==> config.mk <==
export PLATFORM = sky130hd
export DESIGN_NAME = seg7_scan_display
export DESIGN_NICKNAME = d
export VERILOG_FILES = /design/src/rtl/seg7_scan_display_pkg.sv /design/src/rtl/seg7_scan_display_bin2bcd_seq.sv /design/src/rtl/seg7_scan_display.sv
export SDC_FILE = /design/constraint.sdc
export NUM_CORES = 1
export LEC_CHECK = 0
export ABC_AREA = 1
export CAP_MARGIN = 5
export CORE_ASPECT_RATIO = 0.6
export CORE_MARGIN = 1
export CORE_UTILIZATION = 50
export DETAILED_ROUTE_END_ITERATION = 10
export HOLD_SLACK_MARGIN = 0.02
export PLACE_DENSITY = 0.82
export RECOVER_POWER = 100
export SKIP_LAST_GASP = 1
export SLEW_MARGIN = 10
export SYNTH_ARGS = -nofsm -noshare
export SYNTH_HDL_FRONTEND = slang
export SYNTH_SLANG_ARGS = --single-unit
==> constraint.sdc <==
create_clock -name in -period 2.5 [get_ports in]
set_input_delay 0.75 -clock in [delete_from_list [all_inputs] [get_ports in]]
set_output_delay 0.75 -clock in [all_outputs]
set_load 0.03 [all_outputs]
==> src/rtl/seg7_scan_display_pkg.sv <==
// Shared constants for the 4-digit multiplexed 7-segment display:
// active-low segment codes, conversion FSM states and the digit decoder.
package seg7_scan_display_pkg;

    localparam int unsigned DIGITS = 4;

    // {g,f,e,d,c,b,a}, active low
    localparam logic [6:0] SEG_0     = 7'h40;
    localparam logic [6:0] SEG_1     = 7'h79;
    localparam logic [6:0] SEG_2     = 7'h24;
    localparam logic [6:0] SEG_3     = 7'h30;
    localparam logic [6:0] SEG_4     = 7'h19;
    localparam logic [6:0] SEG_5     = 7'h12;
    localparam logic [6:0] SEG_6     = 7'h02;
    localparam logic [6:0] SEG_7     = 7'h78;
    localparam logic [6:0] SEG_8     = 7'h00;
    localparam logic [6:0] SEG_9     = 7'h10;
    localparam logic [6:0] SEG_BLANK = 7'h7F;
    localparam logic [6:0] SEG_MINUS = 7'h3F;

    typedef enum logic [1:0] {
        ST_IDLE,
        ST_SHIFT,
        ST_DONE
    } state_t;

    function automatic logic [6:0] seg_of_digit(input logic [3:0] d);
        case (d)
            4'd0:    seg_of_digit = SEG_0;
            4'd1:    seg_of_digit = SEG_1;
            4'd2:    seg_of_digit = SEG_2;
            4'd3:    seg_of_digit = SEG_3;
            4'd4:    seg_of_digit = SEG_4;
            4'd5:    seg_of_digit = SEG_5;
            4'd6:    seg_of_digit = SEG_6;
            4'd7:    seg_of_digit = SEG_7;
            4'd8:    seg_of_digit = SEG_8;
            4'd9:    seg_of_digit = SEG_9;
            default: seg_of_digit = SEG_BLANK;
        endcase
    endfunction

endpackage

==> src/rtl/seg7_scan_display_bin2bcd_seq.sv <==
// Sequential double-dabble converter: one add-3/shift iteration per clock,
// VAL_W iterations, then a one-cycle DONE with the 4-digit BCD result.
module bin2bcd_seq
    import seg7_scan_display_pkg::*;
#(
    parameter int unsigned VAL_W = 14
) (
    input  logic             in,
    input  logic             rst,
    input  logic             start,
    input  logic [VAL_W-1:0] bin,
    output logic             busy,
    output logic             done,
    output logic [15:0]      bcd
);

    localparam int unsigned CNT_W = $clog2(VAL_W + 1);

    state_t             r_state;
    state_t             w_state_nxt;
    logic [CNT_W-1:0]   r_cnt;
    logic [VAL_W-1:0]   r_bin;
    logic [15:0]        r_bcd;
    logic [15:0]        w_adj;

    always_comb begin
        w_state_nxt = r_state;
        case (r_state)
            ST_IDLE:  if (start) w_state_nxt = ST_SHIFT;
            ST_SHIFT: if (r_cnt == CNT_W'(1)) w_state_nxt = ST_DONE;
            ST_DONE:  w_state_nxt = ST_IDLE;
            default:  w_state_nxt = ST_IDLE;
        endcase
    end

    always_comb begin
        w_adj = r_bcd;
        for (int unsigned i = 0; i < DIGITS; i++) begin
            if (r_bcd[i*4 +: 4] >= 4'd5)
                w_adj[i*4 +: 4] = r_bcd[i*4 +: 4] + 4'd3;
        end
    end

    always_ff @(posedge in or negedge rst) begin
        if (!rst) begin
            r_state <= ST_IDLE;
            r_cnt   <= '0;
            r_bin   <= '0;
            r_bcd   <= '0;
        end else begin
            r_state <= w_state_nxt;
            case (r_state)
                ST_IDLE: begin
                    if (start) begin
                        r_bin <= bin;
                        r_bcd <= '0;
                        r_cnt <= CNT_W'(VAL_W);
                    end
                end
                ST_SHIFT: begin
                    // Digits shifted out of the top nibble only matter above 9999,
                    // which the top flags as overflow independently.
                    {r_bcd, r_bin} <= {w_adj[14:0], r_bin, 1'b0};
                    r_cnt          <= r_cnt - CNT_W'(1);
                end
                default: ;
            endcase
        end
    end

    assign busy = (r_state != ST_IDLE);
    assign done = (r_state == ST_DONE);
    assign bcd  = r_bcd;

endmodule

==> src/rtl/seg7_scan_display.sv <==
// 4-digit common-anode 7-segment scanner: synchronised scan strobe, BCD display
// register with overflow/sign/leading-zero blanking, registered anode/segment mux.
module seg7_scan_display
    import seg7_scan_display_pkg::*;
#(
    parameter int unsigned VAL_W       = 14,
    parameter int unsigned SYNC_STAGES = 2
) (
    input  logic             in,
    input  logic             rst,
    input  logic             scan_clk,
    input  logic [VAL_W-1:0] value,
    input  logic             neg,
    input  logic             valid,
    output logic             busy,
    output logic [6:0]       seg,
    output logic [3:0]       an,
    output logic             dp
);

    logic [SYNC_STAGES-1:0] r_sync;
    logic                   r_hist;
    logic                   w_scan_en;
    logic                   w_busy;
    logic                   w_done;
    logic [15:0]            w_bcd;
    logic                   w_ovf;
    logic                   r_cap_neg;
    logic                   r_cap_ovf;
    logic [15:0]            r_bcd;
    logic                   r_neg;
    logic                   r_ovf;
    logic [15:0]            w_disp_bcd;
    logic                   w_disp_neg;
    logic                   w_disp_ovf;
    logic [1:0]             r_idx;
    logic [1:0]             w_idx_nxt;
    logic [1:0]             w_msd;
    logic [6:0]             w_seg_nxt;

    bin2bcd_seq #(.VAL_W(VAL_W)) u_bin2bcd (
        .in    (in),
        .rst   (rst),
        .start (valid),
        .bin   (value),
        .busy  (w_busy),
        .done  (w_done),
        .bcd   (w_bcd)
    );

    assign w_ovf = (32'(value) > 32'd9999) || (neg && (32'(value) > 32'd999));

    always_ff @(posedge in or negedge rst) begin
        if (!rst) begin
            r_sync    <= '0;
            r_hist    <= 1'b0;
            r_cap_neg <= 1'b0;
            r_cap_ovf <= 1'b0;
            r_bcd     <= '0;
            r_neg     <= 1'b0;
            r_ovf     <= 1'b0;
        end else begin
            r_sync <= {r_sync[SYNC_STAGES-2:0], scan_clk};
            r_hist <= r_sync[SYNC_STAGES-1];
            if (valid && !w_busy) begin
                r_cap_neg <= neg;
                r_cap_ovf <= w_ovf;
            end
            if (w_done) begin
                r_bcd <= w_bcd;
                r_neg <= r_cap_neg;
                r_ovf <= r_cap_ovf;
            end
        end
    end

    assign w_scan_en = r_sync[SYNC_STAGES-1] & ~r_hist;

    // Bypass so a scan in the DONE cycle already shows the value being written.
    assign w_disp_bcd = w_done ? w_bcd     : r_bcd;
    assign w_disp_neg = w_done ? r_cap_neg : r_neg;
    assign w_disp_ovf = w_done ? r_cap_ovf : r_ovf;
    assign w_idx_nxt  = r_idx + 2'd1;

    always_comb begin
        w_msd = '0;
        for (int unsigned i = 1; i < DIGITS; i++) begin
            if (w_disp_bcd[i*4 +: 4] != 4'd0) w_msd = 2'(i);
        end
        w_seg_nxt = SEG_BLANK;
        if (w_disp_ovf)
            w_seg_nxt = SEG_MINUS;
        else if (w_idx_nxt <= w_msd || w_idx_nxt == 2'd0)
            w_seg_nxt = seg_of_digit(w_disp_bcd[w_idx_nxt*4 +: 4]);
        else if (w_disp_neg && (w_disp_bcd != '0) && ({1'b0, w_idx_nxt} == {1'b0, w_msd} + 3'd1))
            w_seg_nxt = SEG_MINUS;
    end

    always_ff @(posedge in or negedge rst) begin
        if (!rst) begin
            r_idx <= '0;
            an    <= '1;
            seg   <= SEG_BLANK;
        end else if (w_scan_en) begin
            r_idx <= w_idx_nxt;
            an    <= ~(4'b0001 << w_idx_nxt);
            seg   <= w_seg_nxt;
        end
    end

    assign busy = w_busy;
    assign dp   = 1'b1;

endmodule

==> metrics.txt, run 1 <==
drt total wl 9260 um; CTS Buffer Depth 2; Reg clk slew, reported paths 60 ps; area of the multi-input gates 1830 um^2; post-synth top area share 0.392; HPWL Detailed 6590 um; die width 116 um; status completed; DIE AREA 8150 um^2; core region area 7390 um^2; Worst Path Required 2770 ps; top cells by area, synth dfrtp_1 (39%), nand2_1 (11%), dfstp_2 (7.4%); DRC Markers 0; Post-synth EDFFs 0; Final GP Congestion 0.901; Synth area leader dfrtp_1; static leakage 0.00232 uW; worst r2r dst seg[1]; Fin. Hold Viols 0; TritonCTS clock tree built; Worst Slack Setup Final 77.6 ps; clk_lat worst skew 340 ps; initial core utilization 0.527; Yosys reg bits 72; Layout Nets 553; CP Capture Type flip-flop; CTS Sinks 72; Root Buffer clkbuf_16; Worst-Margin Slew 1440 ps; count of cell types in the netlist 39; Setup Skew 6.76 ps; dominant synthesized flop cell dfrtp_1; register area 1820 um^2; pwr dens 1620 nW/um^2; fin crit share 0.969; Post-Syn Area 3890 um^2; RSZ-0062 raised after global routing true; Max-Cap Viols 0; CTS Buf Count 9; sequential element share of the synthesized area 0.467; H-tree Lvls 3; via count 3424; Finished Cell Area 4760 um^2; grt ovf 0; syn_nets 511; die height 70.3 um; worst hold path class flip-flop to flip-flop; post-route minimum period 2420 ps; initial antenna violation count 0; Ys Warns 0; routed vias/inst 5.51; Routed Antenna Nets 0; final design utilization 0.644; fillers 623; Port Buffers 30; Global Route Usage Sum 0.255; reg2reg start u_bin2bcd.r_state[1]; global-route wire length before repair 15800 um; Setup crit start kind flip-flop; io pins 32; fmax 413 MHz; DR WL/cell 14.9 um; worst relative slew slack 0.0378; crit path launch u_bin2bcd.r_state[1]; flop2flop setup slack 80 ps; # rows 24; Post-synth top cells nand2_1 (112), dfrtp_1 (61), nand3_1 (52); hold depth 0; n_diodes 0; largest net degree at the start of global routing 50; path depth of the worst reg2reg path 15; hold_sp r_sync[0]; worst vdd ir 0.000840 V; layout cells sized above 1 0.162; CP max FO 6; worst hold endpoint r_sync[1]; Area growth syn-to-layout 22.3%; DRT Pass-1 Iters 5; placed inst area 4350 um^2; WP data arrival 2690 ps; worst slack, placed -8.34 ps; vias in the first global route 3328; Max Slew Vio Count 0; # setup viols final 0; Cells after Synth 470; Mean Syn Cell Area 8.28 um^2; First DRT Iteration DRCs 273; Post-synth ARST share 1.00; critical path type flip-flop to flip-flop; most common cell in the netlist nand2_1
[cell families (layout without fill, tap and decap cells)]
kind of cell             count (synthesis)  count (layout)  synth area share
AND/OR/NAND/NOR                        222             222             0.252
buffers and inverters                   68             115            0.0746
flip-flops                              72              72             0.467
AO/OA/AOI/OAI                           81              81             0.126
XOR/XNOR                                 4               4           0.00900
adder cells (fa/ha/maj)                 22              22            0.0707
other                                    1               1          0.000964
[through the flow]
stage	power, uW	hold slack, ps	TNS, ps	instances
after floorplan	4760	331	0	470
after global placement	5670	335	0	604
after detailed placement	5890	345	-8.34	604
after CTS	7440	358	0	620
after global routing	8350	371	-247	621
final	7710	356	0	621
[final cells by class]
type | instances | share of cell area
clock buffer | 10 | 0.0502
clock inverter | 6 | 0.0239
tap | 104 | 0.0273
multi-input combinational | 330 | 0.385
timing repair buffer | 45 | 0.0878
sequential | 72 | 0.382
inverter | 54 | 0.0439
[state kept, by name, summed over array words and instances (netlist names)]
register / cells
an: 4
r_sync: 2
r_hist: 1
r_cap_ovf: 1
r_idx: 2
r_ovf: 1
seg: 7
r_bcd: 16
u_bin2bcd.r_cnt: 4
u_bin2bcd.bcd: 16
r_cap_neg: 1
r_neg: 1
u_bin2bcd.r_bin: 14
u_bin2bcd.r_state: 2
[metal layers]
metal | part of all wire | wire length (um) | global-route usage
met2 | 0.45 | 4140 | 0.374
met4 | 0.015 | 137 | 0.0897
met3 | 0.079 | 729 | 0.0816
met1 | 0.46 | 4260 | 0.354
met5 | 0 | 0 | 0
[timing repair]
action / CTS / global route
pin swaps: 0 / 3
setup buffers: 0 / 1
hold buffers: 0 / 0
endpoints found under the setup margin: 3 / 7
resized for setup: 2 / 16
[cell usage in the layout (no fill, tap or decap), types with 2 or more instances in the layout]
| cell type | n |
|---|---|
| a31oi_1 | 3 |
| clkbuf_16 | 9 |
| nand2_1 | 110 |
| o221ai_1 | 2 |
| o21ai_0 | 34 |
| clkdlybuf4s50_1 | 27 |
| o32ai_1 | 3 |
| a22oi_1 | 12 |
| inv_2 | 2 |
| nor2_2 | 7 |
| or2_2 | 5 |
| o22ai_1 | 6 |
| dfrtp_1 | 60 |
| nand4_1 | 3 |
| o21ai_2 | 5 |
| buf_4 | 14 |
| o21ai_1 | 5 |
| nor2_1 | 25 |
| clkinvlp_4 | 3 |
| dfstp_2 | 11 |
| a21oi_1 | 5 |
| bufinv_16 | 3 |
| nand3_1 | 52 |
| xor2_1 | 4 |
| ha_1 | 21 |
| nand2_2 | 13 |
| inv_1 | 49 |
| a21oi_2 | 2 |
[critical path: stages (launching register included)]
cell and delay [ps]:
dfrtp_2 460, buf_4 180, nand3_1 130, nand2_2 100, nor2_2 140, nand2_1 100
nor2_4 140, ha_1 260, inv_1 70, nor2_1 40, o21ai_2 190, nand2_1 110
inv_2 110, nand2_1 100, o21bai_1 140, inv_1 70
[report_power, final]
group	internal [uW]	switching, uW	leakage (uW)
logic	1550	2650	0.00127
registers	1720	283	0.000884
clock network	1000	511	0.000165
total	4270	3440	0.00232
[how the worst max path moves through the flow]
stage	endpoint	slack, ps	depth (start not counted)
floorplan	seg[6]	250	15
global placement	seg[1]	190	16
detailed placement	seg[1]	-8	16
CTS	seg[1]	50	16
global route	seg[1]	-110	15
finish	seg[1]	80	15
Note: power is estimated with default switching activity, not from simulation.
==> inputs of run 2 (changes only) <==
--- a/config.mk
+++ b/config.mk
@@ -11,9 +11,11 @@
 export CORE_MARGIN = 1
 export CORE_UTILIZATION = 50
 export DETAILED_ROUTE_END_ITERATION = 10
+export GPL_ROUTABILITY_DRIVEN = 0
 export HOLD_SLACK_MARGIN = 0.02
 export PLACE_DENSITY = 0.82
 export RECOVER_POWER = 100
+export REMOVE_ABC_BUFFERS = 1
 export SKIP_LAST_GASP = 1
 export SLEW_MARGIN = 10
 export SYNTH_ARGS = -nofsm -noshare
==> metrics.txt, run 2 (synthesis results as in run 1) <==
status completed (unchanged); Fin. Hold Viols 0 (unchanged); drt total wl 9450 um (was 9260 um); crit path launch u_bin2bcd.r_state[0] (was u_bin2bcd.r_state[1]); worst hold path class flip-flop to flip-flop (unchanged); DR WL/cell 15.2 um (was 14.9 um); WP data arrival 2660 ps (was 2690 ps); Area growth syn-to-layout 22.7% (was 22.3%); worst relative slew slack 0.224 (was 0.0378); Slowest Stage Delay on Critical Path 430 ps (was 460 ps); Logic pwr share 0.562 (was 0.544); DRT Pass-1 Iters 6 (was 5); via count 3444 (was 3424); top sig layer met4 (unchanged); Setup Skew 4.51 ps (was 6.76 ps); Finished Cell Area 4780 um^2 (was 4760 um^2); TritonCTS clock tree built (unchanged); worst slack, placed -4.94 ps (was -8.34 ps); Worst Path Required 2780 ps (was 2770 ps); CTS Sinks 72 (unchanged); fmax 420 MHz (was 413 MHz); grt ovf 0 (unchanged); final design utilization 0.647 (was 0.644); wl on met1 4590 um (was 4260 um); Reg clk slew, reported paths 50 ps (was 60 ps); CTS Buf Count 9 (unchanged); Setup TNS 0 ps (unchanged); Max Slew Vio Count 0 (unchanged); CTS Buffer Depth 2 (unchanged); Post-CTS Hold Fix Bufs 0 (unchanged); H-tree Lvls 3 (unchanged); vias in the first global route 3144 (was 3328); Power Internal 4160 uW (was 4270 uW); largest net degree at the start of global routing 54 (was 50); CP Capture Type flip-flop (unchanged); die height 70.3 um (unchanged); routed vias/inst 5.54 (was 5.51); n_diodes 0 (unchanged); most common cell after layout, fill and taps aside nand2_1 (unchanged); commonest cells after routing, fill and taps aside nand2_1 (110), dfrtp_1 (59), nand3_1 (50), inv_1 (48), o21ai_0 (34) (was nand2_1 (110), dfrtp_1 (60), nand3_1 (52), inv_1 (49), o21ai_0 (34)); initial core utilization 0.527 (unchanged); Reg power frac 0.266 (was 0.259); static leakage 0.00232 uW (about the same); Max-Cap Viols 0 (unchanged); layout cells sized above 1 0.166 (was 0.162); Root Buffer clkbuf_16 (unchanged); reg2reg start u_bin2bcd.r_state[0] (was u_bin2bcd.r_state[1]); fin crit share 0.952 (was 0.969); Worst Slack Setup Final 119 ps (was 77.6 ps); metal2 WL 4120 um (was 4140 um); CP max-delay cell dfrtp_2 (unchanged); Port Buffers 30 (unchanged); First DRT Iteration DRCs 344 (was 273); clk_lat worst skew 340 ps (about the same); Layout Nets 555 (was 553); Routed Antenna Nets 0 (unchanged); hold_sp r_sync[0] (unchanged); # setup viols final 0 (unchanged); worst vdd ir 0.000674 V (was 0.000840 V); met3 routed wirelength 609 um (was 729 um); pwr dens 1590 nW/um^2 (was 1620 nW/um^2); die width 116 um (unchanged); io pins 32 (unchanged); Setup crit start kind flip-flop (unchanged); DIE AREA 8150 um^2 (unchanged); worst-path cell chain clkinv_4 -> buf_6 -> nand3_2 -> nand2_2 -> nor2_1 -> nand2_2 -> a31o_2 -> ha_1 -> or2_2 -> nand3_1 -> nor3_1 -> a21boi_1 -> nand2_1 -> nand2_1 (was buf_4 -> nand3_1 -> nand2_2 -> nor2_2 -> nand2_1 -> nor2_4 -> ha_1 -> inv_1 -> nor2_1 -> o21ai_2 -> nand2_1 -> inv_2 -> nand2_1 -> o21bai_1 -> inv_1); CP max FO 9 (was 6); Global Route Usage Sum 0.254 (was 0.255); DRC Markers 0 (unchanged); Worst-Margin Slew 1160 ps (was 1440 ps); global-route wire length before repair 15600 um (was 15800 um); core region area 7390 um^2 (unchanged); Clock Power Share 0.173 (was 0.196); HPWL Detailed 6640 um (was 6590 um); NetSw 3440 uW (about the same); initial antenna violation count 0 (unchanged); critical path type flip-flop to flip-flop (unchanged); switch share 0.453 (was 0.446); post-route minimum period 2380 ps (was 2420 ps); placed inst area 4340 um^2 (was 4350 um^2); # rows 24 (unchanged)
-- run 2: changes by cell type in the layout (fill, tap and decap cells not counted), moves of 2 or more --
cell / previous run / this run
clkinv_2: 0 / 2
buf_4: 14 / 12
nand3_2: 0 / 2
bufinv_16: 3 / 1
clkbuf_8: 1 / 3
clkdlybuf4s50_1: 27 / 16
clkinvlp_4: 3 / 0
nand3_1: 52 / 50
dlygate4sd3_1: 1 / 12
-- run 2: final cells by class --
type                            instances  area, um^2
Fill cell                             578        2610
Multi-Input combinational cell        331        1870
Sequential cell                        72        1820
Timing Repair Buffer                   46         442
Clock buffer                           12         267
Inverter                               54         208
Tap cell                              104         130
Clock inverter                          3        40.0
-- run 2: metal layers --
layer  global-route usage  vias to the layer above
li1                     -                     1647
met1                0.386                     1663
met2                0.354                      113
met3               0.0790                       21
met4               0.0442                        0
met5                    0                        -
-- run 2: final timing paths --
check / end / slack [ps] / cells past startpoint
setup / recovery: seg[6] / 120 / 14
hold / removal: r_sync[1] / 350 / 0
setup reg to reg: seg[6] / 120 / 14
max in group asynchronous: an[3] / 960 / 2
min in group asynchronous: u_bin2bcd.bcd[0] / 630 / 1
hold reg to reg: r_sync[1] / 350 / 0
-- run 2: worst max-delay path: cells and delay by family, from the launching register on --
kind            cells  cell delay, ps
flops               1             430
buf+inv             2             280
compound gates      2             370
simple gates        9             950
fa+ha+maj           1             300
-- run 2: power groups by stage --
| stage | registers, uW | clock network (uW) | logic (uW) |
|---|---|---|---|
| floorplan | 2130 | 0 | 2570 |
| global placement | 1990 | 0 | 3680 |
| detailed placement | 2020 | 0 | 3850 |
| CTS | 2010 | 1330 | 3920 |
| global route | 2070 | 1390 | 4720 |
| finish | 2020 | 1310 | 4270 |
-- run 2: through the flow --
| stage | instances | hold slack (ps) | total power (uW) |
|---|---|---|---|
| global route | 622 | 351 | 8180 |
| global placement | 603 | 332 | 5670 |
| CTS | 618 | 348 | 7250 |
| finish | 622 | 347 | 7600 |
| floorplan | 456 | 331 | 4700 |
| detailed placement | 603 | 336 | 5870 |
-- run 2: what timing repair did --
action | in CTS | in global routing
setup buffers | 0 | 3
gates cloned | 0 | 1
resized for setup | 2 | 23
pin swaps | 0 | 7
hold endpoints to repair | 0 | 0
endpoints found under the setup margin | 6 | 8
==> variant (flow settings as in run 1) <==
Register the output `seg` once more, with the module's reset; this adds one clock of latency there. The other outputs are not delayed to match.
--- a/src/rtl/seg7_scan_display.sv
+++ b/src/rtl/seg7_scan_display.sv
@@ -17,6 +17,8 @@
     output logic [3:0]       an,
     output logic             dp
 );
+
+    logic [6:0] seg_s0;
 
     logic [SYNC_STAGES-1:0] r_sync;
     logic                   r_hist;
@@ -100,16 +102,24 @@
         if (!rst) begin
             r_idx <= '0;
             an    <= '1;
-            seg   <= SEG_BLANK;
+            seg_s0 <= SEG_BLANK;
         end else if (w_scan_en) begin
             r_idx <= w_idx_nxt;
             an    <= ~(4'b0001 << w_idx_nxt);
-            seg   <= w_seg_nxt;
+            seg_s0 <= w_seg_nxt;
         end
     end
 
     assign busy = w_busy;
     assign dp   = 1'b1;
 
+    always_ff @(posedge in or negedge rst) begin
+        if (!rst) begin
+            seg <= '0;
+        end else begin
+            seg <= seg_s0;
+        end
+    end
+
 endmodule
 
Function: changed (a bounded check fails within 4 cycles, from zero or initial values and one cycle with rst low).
==> variant against run 1 <==
The run now ends with capacitance limit, slew limit left. Design area increased by 3.4%. Synthesized area increased by 8.8%. Setup slack got worse by 0.034 ns. Synthesized cell count increased by 3.0%. Count of clock-buffer cells in the layout unchanged. Clock power decreased by 16%. Clock skew increased by 0.0039 ns. Global-route usage decreased by 1.6 points. Sequential cell count increased by 7. Routed wire length decreased by 0.28%. Non-clock buffer count decreased by 4. Sequential power increased by 12%. Total power decreased by 1.4%. Critical path type is now register to output port. Largest cell class is now sequential cells. Highest routed layer unchanged.
==> variant: results (changes against run 1) <==
<table>
<tr><th>Metric</th><th>Value</th></tr>
<tr><th colspan="2">Placement</th></tr>
<tr><td>Placed Cells incl. Taps</td><td>616 (+2.0%)</td></tr>
<tr><td>Detailed Place HPWL</td><td>6900 um (+4.8%)</td></tr>
<tr><td>Pre-CTS setup slack</td><td>0.126 ns (+0.134 ns)</td></tr>
<tr><td>Area after detailed placement</td><td>4630 sq um (+6.5%)</td></tr>
<tr><td>Weighted congestion at the end of routability-driven global placement</td><td>0.876 (-2.8%)</td></tr>
<tr><th colspan="2">Worst setup path</th></tr>
<tr><td>Reg-to-reg critical path endpoint</td><td>seg_s0[2]$_DFFE_PN1P_</td></tr>
<tr><td>CP max stage cell</td><td>clkdlybuf4s50_1</td></tr>
<tr><td>Count of cells along the worst register-to-register path</td><td>14 (-1)</td></tr>
<tr><td>CP peak stage delay</td><td>0.59 ns (+0.13 ns)</td></tr>
<tr><td>Cell family contributing the most delay on the critical path</td><td>buffers and inverters</td></tr>
<tr><td>FF-to-FF Start</td><td>u_bin2bcd.r_state[0]$_DFFE_PN0P_</td></tr>
<tr><td>Arrival time reported for the critical path endpoint</td><td>1.71 ns (-0.98 ns)</td></tr>
<tr><th colspan="2">Routing</th></tr>
<tr><td>Avg WL per Cell</td><td>14.6 um (-2.0%)</td></tr>
<tr><td>Initial DRT Pass Iterations</td><td>6 (+1)</td></tr>
<tr><td>Initial drt markers</td><td>327 (+20%)</td></tr>
<tr><th colspan="2">GRT</th></tr>
<tr><td>Global router's overall resource usage</td><td>23.9% (-1.6 points)</td></tr>
<tr><td>Via count of the first global-routing pass</td><td>3400 (+2.2%)</td></tr>
<tr><th colspan="2">Min path</th></tr>
<tr><td>Worst hold path class</td><td>register to register</td></tr>
<tr><th colspan="2">Pwr</th></tr>
<tr><td>Worst VDD drop</td><td>0.527 mV (-37%)</td></tr>
<tr><td>Portion of total power attributed to sequential cells</td><td>29.4% (+3.5 points)</td></tr>
<tr><td>Static Leak</td><td>0.00242 uW (+4.3%)</td></tr>
<tr><th colspan="2">Outcome</th></tr>
<tr><td>Run status</td><td>complete, but fails checks</td></tr>
<tr><td>Violations in the final reports</td><td>capacitance limit, slew limit</td></tr>
<tr><th colspan="2">Cells and area</th></tr>
<tr><td>Share of layout cells above drive strength 1</td><td>17.4% (+1.1 points)</td></tr>
<tr><td>Post-route insts no fill</td><td>632 (+1.8%)</td></tr>
<tr><td>Layout net count</td><td>560 (+1.3%)</td></tr>
<tr><th colspan="2">Yosys</th></tr>
<tr><td>Number of instances in the synthesized netlist</td><td>484 (+3.0%)</td></tr>
<tr><td>Net count of the mapped netlist</td><td>525 (+2.7%)</td></tr>
<tr><td>Share of the yosys chip area belonging to registers</td><td>47.0% (+0.37 points)</td></tr>
<tr><th colspan="2">Job</th></tr>
<tr><td>Maximum capacitance violations</td><td>1 (+1)</td></tr>
<tr><th colspan="2">Timing</th></tr>
<tr><td>Max_slew headroom</td><td>-10.0% (-14 points)</td></tr>
<tr><td>Worst Clk Skew</td><td>0.0107 ns (+0.00394 ns)</td></tr>
<tr><td>Number of max-slew violations in the final report</td><td>31 (+31)</td></tr>
</table>
variant: changes by cell type after synthesis, moves of 5 or more:
| cell | delta |
|---|---|
| nand2_2 | +10 |
| nand2_1 | -8 |
| nand2_4 | +8 |
| dfrtp_1 | +7 |
| nor2_1 | -5 |
variant: cell families after synthesis:
logic type / count (synthesis) / share of synthesized area (%)
other: 1 / 0.0886
adders and majority gates: 22 / 6.50
DFF: 79 / 47.0
xor gates and xnor gates: 4 / 0.828
buffers and inverters: 72 / 7.89
AOI/OAI and AO/OA: 70 / 10.2
and+or+nand+nor: 236 / 27.5
variant: layer usage:
metal	wire, um	global-route usage, %
met5	0	0
met4	141	8.92
met3	567	6.75
met2	3920	35.8
met1	4610	33.4
variant: how the worst max path moves through the flow:
stage,start,endpoint,slack (ns)
6_report,u_bin2bcd.r_state[1]$_DFFE_PN0P_,busy,0.04
5_1_grt,u_bin2bcd.r_state[1]$_DFFE_PN0P_,busy,-0.07
4_1_cts,u_bin2bcd.r_state[1]$_DFFE_PN0P_,busy,0.06
3_5_place_dp,u_bin2bcd.r_state[1]$_DFFE_PN0P_,seg_s0[1]$_DFFE_PN1P_,0.13
3_3_place_gp,u_bin2bcd.r_state[1]$_DFFE_PN0P_,seg_s0[1]$_DFFE_PN1P_,0.24
2_1_floorplan,r_idx[0]$_DFFE_PN0P_,seg_s0[0]$_DFFE_PN1P_,0.25
variant: power groups by stage:
stage / Clock, uW / Combinational [uW] / Sequential, uW
floorplan: 0 / 2890 / 2300
global placement: 0 / 3800 / 2220
detailed placement: 0 / 3990 / 2250
CTS: 1300 / 4020 / 2230
global route: 1350 / 4590 / 2290
finish: 1270 / 4100 / 2240
variant: worst reg2reg max path, stage by stage, from the launching register on:
cell and delay, ns:
dfrtp_1 0.42, inv_2 0.12, buf_4 0.22, nand3_1 0.17, nand2_4 0.13, nor2_4 0.05, a31o_2 0.25, ha_1 0.29
a21oi_1 0.16, o21ai_1 0.12, nand2_1 0.11, inv_2 0.06, nand2_2 0.09, nor2_1 0.05, nor2_1 0.09
variant: timing repair:
| action | CTS | global route |
|---|---|---|
| hold buffers | 0 | 0 |
| setup buffers | 0 | 0 |
| endpoints found under the setup margin | 0 | 8 |
| gates resized for setup | 0 | 5 |
variant: layout make-up:
cell class                      count  area [sq um]
Tap cell                          108           135
Clock buffer                       10           239
Timing Repair Buffer               41           377
Fill cell                         640          3120
Inverter                           55           206
Clock inverter                      6          52.6
Multi-Input combinational cell    333          1920
Sequential cell                    79          1990
variant: metrics by stage:
step                TNS (ns)  total power [uW]
finish                     0              7600
global route          -0.221              8230
CTS                        0              7550
detailed placement         0              6240
global placement           0              6020
floorplan                  0              5180
